[config.mk]
export PLATFORM = sky130hd
export DESIGN_NAME = relu_array
export DESIGN_NICKNAME = d
export VERILOG_FILES = /design/src/rtl/relu_array.sv
export SDC_FILE = /design/constraint.sdc
export NUM_CORES = 1
export LEC_CHECK = 0
export ABC_AREA = 1
export BUFFER_PORTS_ARGS = -buffer_cell sky130_fd_sc_hd__buf_2
export CAP_MARGIN = 5
export CELL_PAD_IN_SITES_DETAIL_PLACEMENT = 1
export CELL_PAD_IN_SITES_GLOBAL_PLACEMENT = 2
export CORE_ASPECT_RATIO = 1.5
export CORE_MARGIN = 1.5
export CORE_UTILIZATION = 29
export DETAILED_ROUTE_END_ITERATION = 6
export GPL_TIMING_DRIVEN = 0
export PLACE_DENSITY = 0.85
export RECOVER_POWER = 25
export SYNTH_ARGS = -nofsm -noshare
export SYNTH_HDL_FRONTEND = slang
export SYNTH_SLANG_ARGS = --single-unit
[constraint.sdc]
create_clock -name clk -period 4.2 [get_ports clk]
set_input_delay 0.84 -clock clk [delete_from_list [all_inputs] [get_ports clk]]
set_output_delay 0.84 -clock clk [all_outputs]
set_load 0.02 [all_outputs]
[src/rtl/relu_array.sv]
// relu_array: per-lane ReLU / leaky ReLU / bypass with a registered output beat.
// Optional positive ceiling when RELU_CLAMP_EN is defined.
module relu_array #(
  parameter int DATA_WIDTH = 32,
  parameter int LANES = 4,
  parameter int CELL_AMOUNT = 4,
  parameter int LEAK_SHIFT = 3,
  parameter logic [DATA_WIDTH-1:0] CLAMP_MAX =
    {1'b0, {(DATA_WIDTH-1){1'b1}}}
) (
  input  logic                        clk,
  input  logic                        rst_n,
  input  logic [1:0]                  mode,
  input  logic                        in_valid,
  output logic                        in_ready,
  input  logic [LANES*DATA_WIDTH-1:0] in_data,
  input  logic                        index_clear,
  output logic                        out_valid,
  input  logic                        out_ready,
  output logic [LANES*DATA_WIDTH-1:0] out_data,
  output logic [DATA_WIDTH-1:0]       out_index,
  output logic                        out_last
);

  localparam int DW = DATA_WIDTH;
  localparam logic [DW-1:0] LAST_IDX = DW'(CELL_AMOUNT - 1);
  localparam logic [DW-1:0] WRAP_ONE =
    (CELL_AMOUNT == 1) ? '0 : DW'(1);

  // A negative ceiling would clamp every positive value to a negative one
  if (CLAMP_MAX[DW-1]) begin : g_bad_clamp
    $error("relu_array: CLAMP_MAX must be non-negative");
  end

  logic                  accept;
  logic [DW-1:0]         cnt;
  logic [DW-1:0]         cnt_nxt;
  logic [DW-1:0]         idx;
  logic [LANES*DW-1:0]   act_data;

  function automatic logic [DW-1:0] act(
    input logic [DW-1:0] v,
    input logic [1:0]    m
  );
    logic signed [DW-1:0] sv;
    logic [DW-1:0]        r;
    sv = v;
    r  = v;
    unique case (1'b1)
      m == 2'b10: r = v;
      m == 2'b01: begin
        if (v[DW-1]) r = sv >>> LEAK_SHIFT;
      end
      default: begin
        if (v[DW-1]) r = '0;
      end
    endcase
`ifdef RELU_CLAMP_EN
    if (m != 2'b10 && !r[DW-1] && r > CLAMP_MAX)
      r = CLAMP_MAX;
`endif
    return r;
  endfunction

  // Upstream may push whenever the output slot is free or draining
  assign in_ready = (!out_valid || out_ready) && rst_n;
  assign accept   = in_valid && in_ready;
  assign idx      = index_clear ? '0 : cnt;

  // Activate every lane independently from the live input and mode
  always_comb begin
    act_data = '0;
    for (int k = 0; k < LANES; k++)
      act_data[k*DW +: DW] = act(in_data[k*DW +: DW], mode);
  end

  // Index counter advance, wrap and clear
  always_comb begin
    cnt_nxt = cnt;
    if (accept)
      cnt_nxt = (idx == LAST_IDX) ? '0 :
                index_clear ? WRAP_ONE : idx + DW'(1);
    else if (index_clear)
      cnt_nxt = '0;
  end

  // Output beat register; held while the consumer stalls
  always_ff @(posedge clk) begin
    if (!rst_n) begin
      out_valid <= 1'b0;
      out_data  <= '0;
      out_index <= '0;
      out_last  <= 1'b0;
    end else if (accept) begin
      out_valid <= 1'b1;
      out_data  <= act_data;
      out_index <= idx;
      out_last  <= (idx == LAST_IDX);
    end else if (out_ready) begin
      out_valid <= 1'b0;
    end
  end

  // Sequence counter register
  always_ff @(posedge clk) begin
    if (!rst_n) cnt <= '0;
    else        cnt <= cnt_nxt;
  end

endmodule
==> impl_results.rst <==
.. list-table::
   :header-rows: 1

   * - Metric
     - Value
   * - Share of synthesized area occupied by flip-flops and latches
     - 40.16%
   * - Least-Margin Pin Slew
     - 0.7820 ns
   * - Floorplan Core Area
     - 32740 sq um
   * - Num Clock Sinks
     - 194
   * - Power Density
     - 359.3 nW/um^2
   * - Data arrival time of the critical path
     - 2.90 ns
   * - Share of the cycle needed by the critical path after routing
     - 59.98%
   * - Number of warnings printed during yosys synthesis
     - 0
   * - Number of pins with negative max-slew slack in the final report
     - 0
   * - Number of antenna-violating nets in the routed design
     - 0
   * - Worst clock skew
     - 0.008958 ns
   * - I/O pin count
     - 298
   * - Data required, critical path
     - 4.59 ns
   * - Cell type group with the largest total delay on the critical path
     - simple AND/OR/NAND/NOR gates
   * - Number of maximum-capacitance constraint violations
     - 0
   * - # setup viols final
     - 0
   * - HPWL after detailed placement
     - 33900 um
   * - Hold Vio Cnt, Final
     - 0
   * - Leading cell types by total area after synthesis
     - sky130_fd_sc_hd__dfxtp_1 40%, sky130_fd_sc_hd__nand2_1 12%, sky130_fd_sc_hd__a21oi_1 9.8%
   * - Drt first pass iters
     - 6
   * - Share of synthesized flip-flops with an asynchronous set or reset
     - 0%
   * - Width of the die
     - 152.1 um
   * - Max VDD drop
     - 0.2810 mV
   * - Detailed-route DRC error count
     - 0
   * - Standby leakage power
     - 4.927 nW
   * - Post-synth EDFFs
     - 0
   * - Clock network latency to the later pin of the worst-skew pair
     - 0.45 ns
   * - Yosys cell types
     - 29
   * - 1st-iter DRT viols
     - 456
   * - Most frequent cell after synthesis
     - sky130_fd_sc_hd__nand2_1
   * - Setup repair after global routing missed its margin
     - false
   * - Maximum fanout along the worst path
     - 10
   * - Antenna violations before repair
     - 16
   * - TritonCTS clock tree
     - yes
   * - Hold-fix buffers, CTS
     - 0
   * - Worst r2r src
     - out_valid
   * - Syn avg cell area
     - 6.806 sq um
   * - Slowest CP cell
     - sky130_fd_sc_hd__ha_1
   * - Area share of the largest cell type after synthesis
     - 40.16%
   * - Worst min-delay path category
     - flip-flop to flip-flop
   * - Number of buffer and inverter instances along the worst setup path
     - 4
   * - Number of buffers added by the clock tree synthesis step
     - 17
   * - Number of storage elements in the synthesis netlist
     - 194
   * - Post-detailed-route wirelength per cell
     - 20.07 um
   * - Crit path capture type
     - flip-flop
   * - Post-synthesis cell type with the largest combined area
     - sky130_fd_sc_hd__dfxtp_1
   * - Die ar.
     - 34480 sq um
   * - Vertical die dimension
     - 226.7 um
   * - Post_cts resized
     - 0
   * - Multi-input gate area
     - 5031 sq um
   * - CTS max path bufs
     - 2
   * - Total negative setup slack
     - 0 ns
   * - Total Nets Final
     - 1875
   * - Crit start category
     - input pin
   * - Type of the worst setup path
     - input pin to flip-flop
   * - GRT overflow
     - 0
   * - Layout filler cell count
     - 4333
   * - Placer congestion estimate
     - 0.8920
   * - Worst slew margin relative to its limit
     - 47.87%
   * - Total number of placement rows
     - 81
   * - Max Fclk
     - 0.3970 GHz
   * - Maximum number of pins on one net before global-route repair
     - 17
   * - Netlist area before placement
     - 9672 sq um
   * - Share of layout cells above drive strength 1
     - 17.04%
   * - Setup slack at placement
     - 1.228 ns
   * - Number of buffer cells added on primary ports
     - 297
   * - Max stage delay on crit path
     - 0.41 ns
   * - Clk slew on worst S/H paths
     - 0.07 ns
   * - Worst path cell trace
     - buf_2 > inv_4 > buf_4 > nand2_1 > inv_1 > ha_1 > nand3_2 > nor2_4 > nand2_2 > nor2_4 > xor2_1 > nand2_1 > a21oi_1
   * - Post-DR vias/cell
     - 5.284
   * - Signed area change from the synthesized netlist to the final layout
     - 25.70%
   * - DRT Wirelength
     - 43540 um
   * - Number of levels in the clock H-tree
     - 4
   * - Main flop type after synthesis
     - sky130_fd_sc_hd__dfxtp_1
   * - Top cell types by occurrence after synthesis
     - 318 x sky130_fd_sc_hd__nand2_1, 194 x sky130_fd_sc_hd__dfxtp_1, 190 x sky130_fd_sc_hd__a21oi_1, 190 x sky130_fd_sc_hd__nand3_1, 128 x sky130_fd_sc_hd__o21ai_0
   * - Initial cell density of the core
     - 29.55%
   * - Sequential cell area
     - 3884 sq um
   * - Synthesized net count
     - 1559
   * - Setup Fix Bufs, Post-CTS
     - 0
   * - GRT Total Usage
     - 24.78%
   * - Minimum clock period after layout
     - 2.519 ns
   * - Result of the run
     - finished clean
   * - Worst min-delay path startpoint
     - out_index[16]
   * - Post-Syn Instances
     - 1421
   * - Vias in the first global route
     - 12020
   * - Source of the critical timing path
     - index_clear
   * - Worst Slack Setup Final
     - 1.681 ns
   * - Clock root buffer
     - sky130_fd_sc_hd__clkbuf_16
   * - First-pass GRT wire length
     - 66320 um
   * - Via count
     - 11470
-- cells in the final DEF, fill, tap and decap left out, types with 2 or more instances in the layout --
| cell | count |
|---|---|
| sky130_fd_sc_hd__nand2_1 | 318 |
| sky130_fd_sc_hd__nand2_2 | 3 |
| sky130_fd_sc_hd__o21ai_0 | 128 |
| sky130_fd_sc_hd__dfxtp_1 | 194 |
| sky130_fd_sc_hd__diode_2 | 6 |
| sky130_fd_sc_hd__buf_1 | 5 |
| sky130_fd_sc_hd__o22ai_1 | 7 |
| sky130_fd_sc_hd__inv_2 | 3 |
| sky130_fd_sc_hd__xor2_1 | 8 |
| sky130_fd_sc_hd__clkbuf_1 | 166 |
| sky130_fd_sc_hd__nand3_1 | 190 |
| sky130_fd_sc_hd__nand3_2 | 7 |
| sky130_fd_sc_hd__nor2_1 | 63 |
| sky130_fd_sc_hd__clkbuf_16 | 17 |
| sky130_fd_sc_hd__clkbuf_8 | 5 |
| sky130_fd_sc_hd__inv_1 | 67 |
| sky130_fd_sc_hd__a31oi_1 | 105 |
| sky130_fd_sc_hd__clkinv_2 | 2 |
| sky130_fd_sc_hd__buf_2 | 236 |
| sky130_fd_sc_hd__a21oi_1 | 190 |
| sky130_fd_sc_hd__o21ai_1 | 3 |
| sky130_fd_sc_hd__nor2_4 | 5 |
| sky130_fd_sc_hd__nor2_2 | 8 |
| sky130_fd_sc_hd__buf_4 | 3 |
| sky130_fd_sc_hd__ha_1 | 3 |
| sky130_fd_sc_hd__clkinv_4 | 2 |
-- per-stage QoR --
stage                     util, %  cells  power (W)  cell area [sq um]  hold slack [ns]
after floorplan                 -   1421   0.002406               9672           0.4814
after global placement      35.67   2133   0.002742              11680           0.4522
after detailed placement    35.67   2133   0.002753              11680           0.4555
after CTS                   37.43   2164   0.004421              12250           0.4659
after global routing        37.12   2168   0.004549              12150           0.4836
final                       37.14   2170   0.004368              12160           0.4663
-- worst reg2reg max path: stages (launching register included) --
cell and delay [ns]:
sky130_fd_sc_hd__dfxtp_1 0.36, sky130_fd_sc_hd__a21oi_2 0.07, sky130_fd_sc_hd__nand2_1 0.18, sky130_fd_sc_hd__clkbuf_1 0.63
sky130_fd_sc_hd__clkbuf_1 0.49, sky130_fd_sc_hd__a21oi_1 0.12, sky130_fd_sc_hd__a31oi_1 0.14
-- registers in the layout, indices dropped and copies added (netlist names) --
| signal | cells |
|---|---|
| cnt | 32 |
| out_data | 128 |
| out_index | 32 |
| out_last | 1 |
| out_valid | 1 |
-- final cells by class --
| cell class | instances | share of cell area, % |
|---|---|---|
| Clock inverter | 7 | 0.6072 |
| Clock buffer | 24 | 4.127 |
| Multi-Input combinational cell | 1043 | 41.38 |
| Antenna cell | 6 | 0.1235 |
| Timing Repair Buffer | 297 | 11.32 |
| Inverter | 71 | 2.213 |
| Tap cell | 415 | 4.271 |
| Buffer | 113 | 4.014 |
| Sequential cell | 194 | 31.94 |
-- worst paths after layout --
| path | to | slack, ns | depth (start not counted) |
|---|---|---|---|
| max | cnt[16] | 1.68 | 13 |
| min | out_index[16] | 0.47 | 2 |
| max reg2reg | out_data[57] | 2.14 | 6 |
| min reg2reg | out_index[16] | 0.47 | 2 |
-- kinds of logic (layout without fill, tap and decap cells) --
logic type	after synthesis	after routing	share of synthesized area, %
AND/OR/NAND/NOR	595	595	26.70
AO/OA/AOI/OAI	437	437	24.20
flip-flops	194	194	40.16
buffers and inverters	184	512	7.827
XOR/XNOR	8	8	0.7245
adder cells (fa/ha/maj)	3	3	0.3881
other	0	6	0
-- report_power, final --
| part | total [W] | leakage [nW] | switching (W) | internal (W) |
|---|---|---|---|---|
| clock network | 0.00167 | 0.283 | 0.000770 | 0.000897 |
| registers | 0.00197 | 1.58 | 0.0000496 | 0.00192 |
| logic | 0.000731 | 3.06 | 0.000518 | 0.000213 |
| total | 0.00437 | 4.93 | 0.00134 | 0.00303 |
-- routing by layer --
metal  global-route usage (%)  share of wire (%)  up-vias
met2                    46.39                 52      301
met4                    13.31                5.0       18
met3                    7.091                6.2      113
met5                        0               0.23        -
met1                    24.57                 36     5526
li1                         -                  -     5508
(Power assumes the default switching activity.)
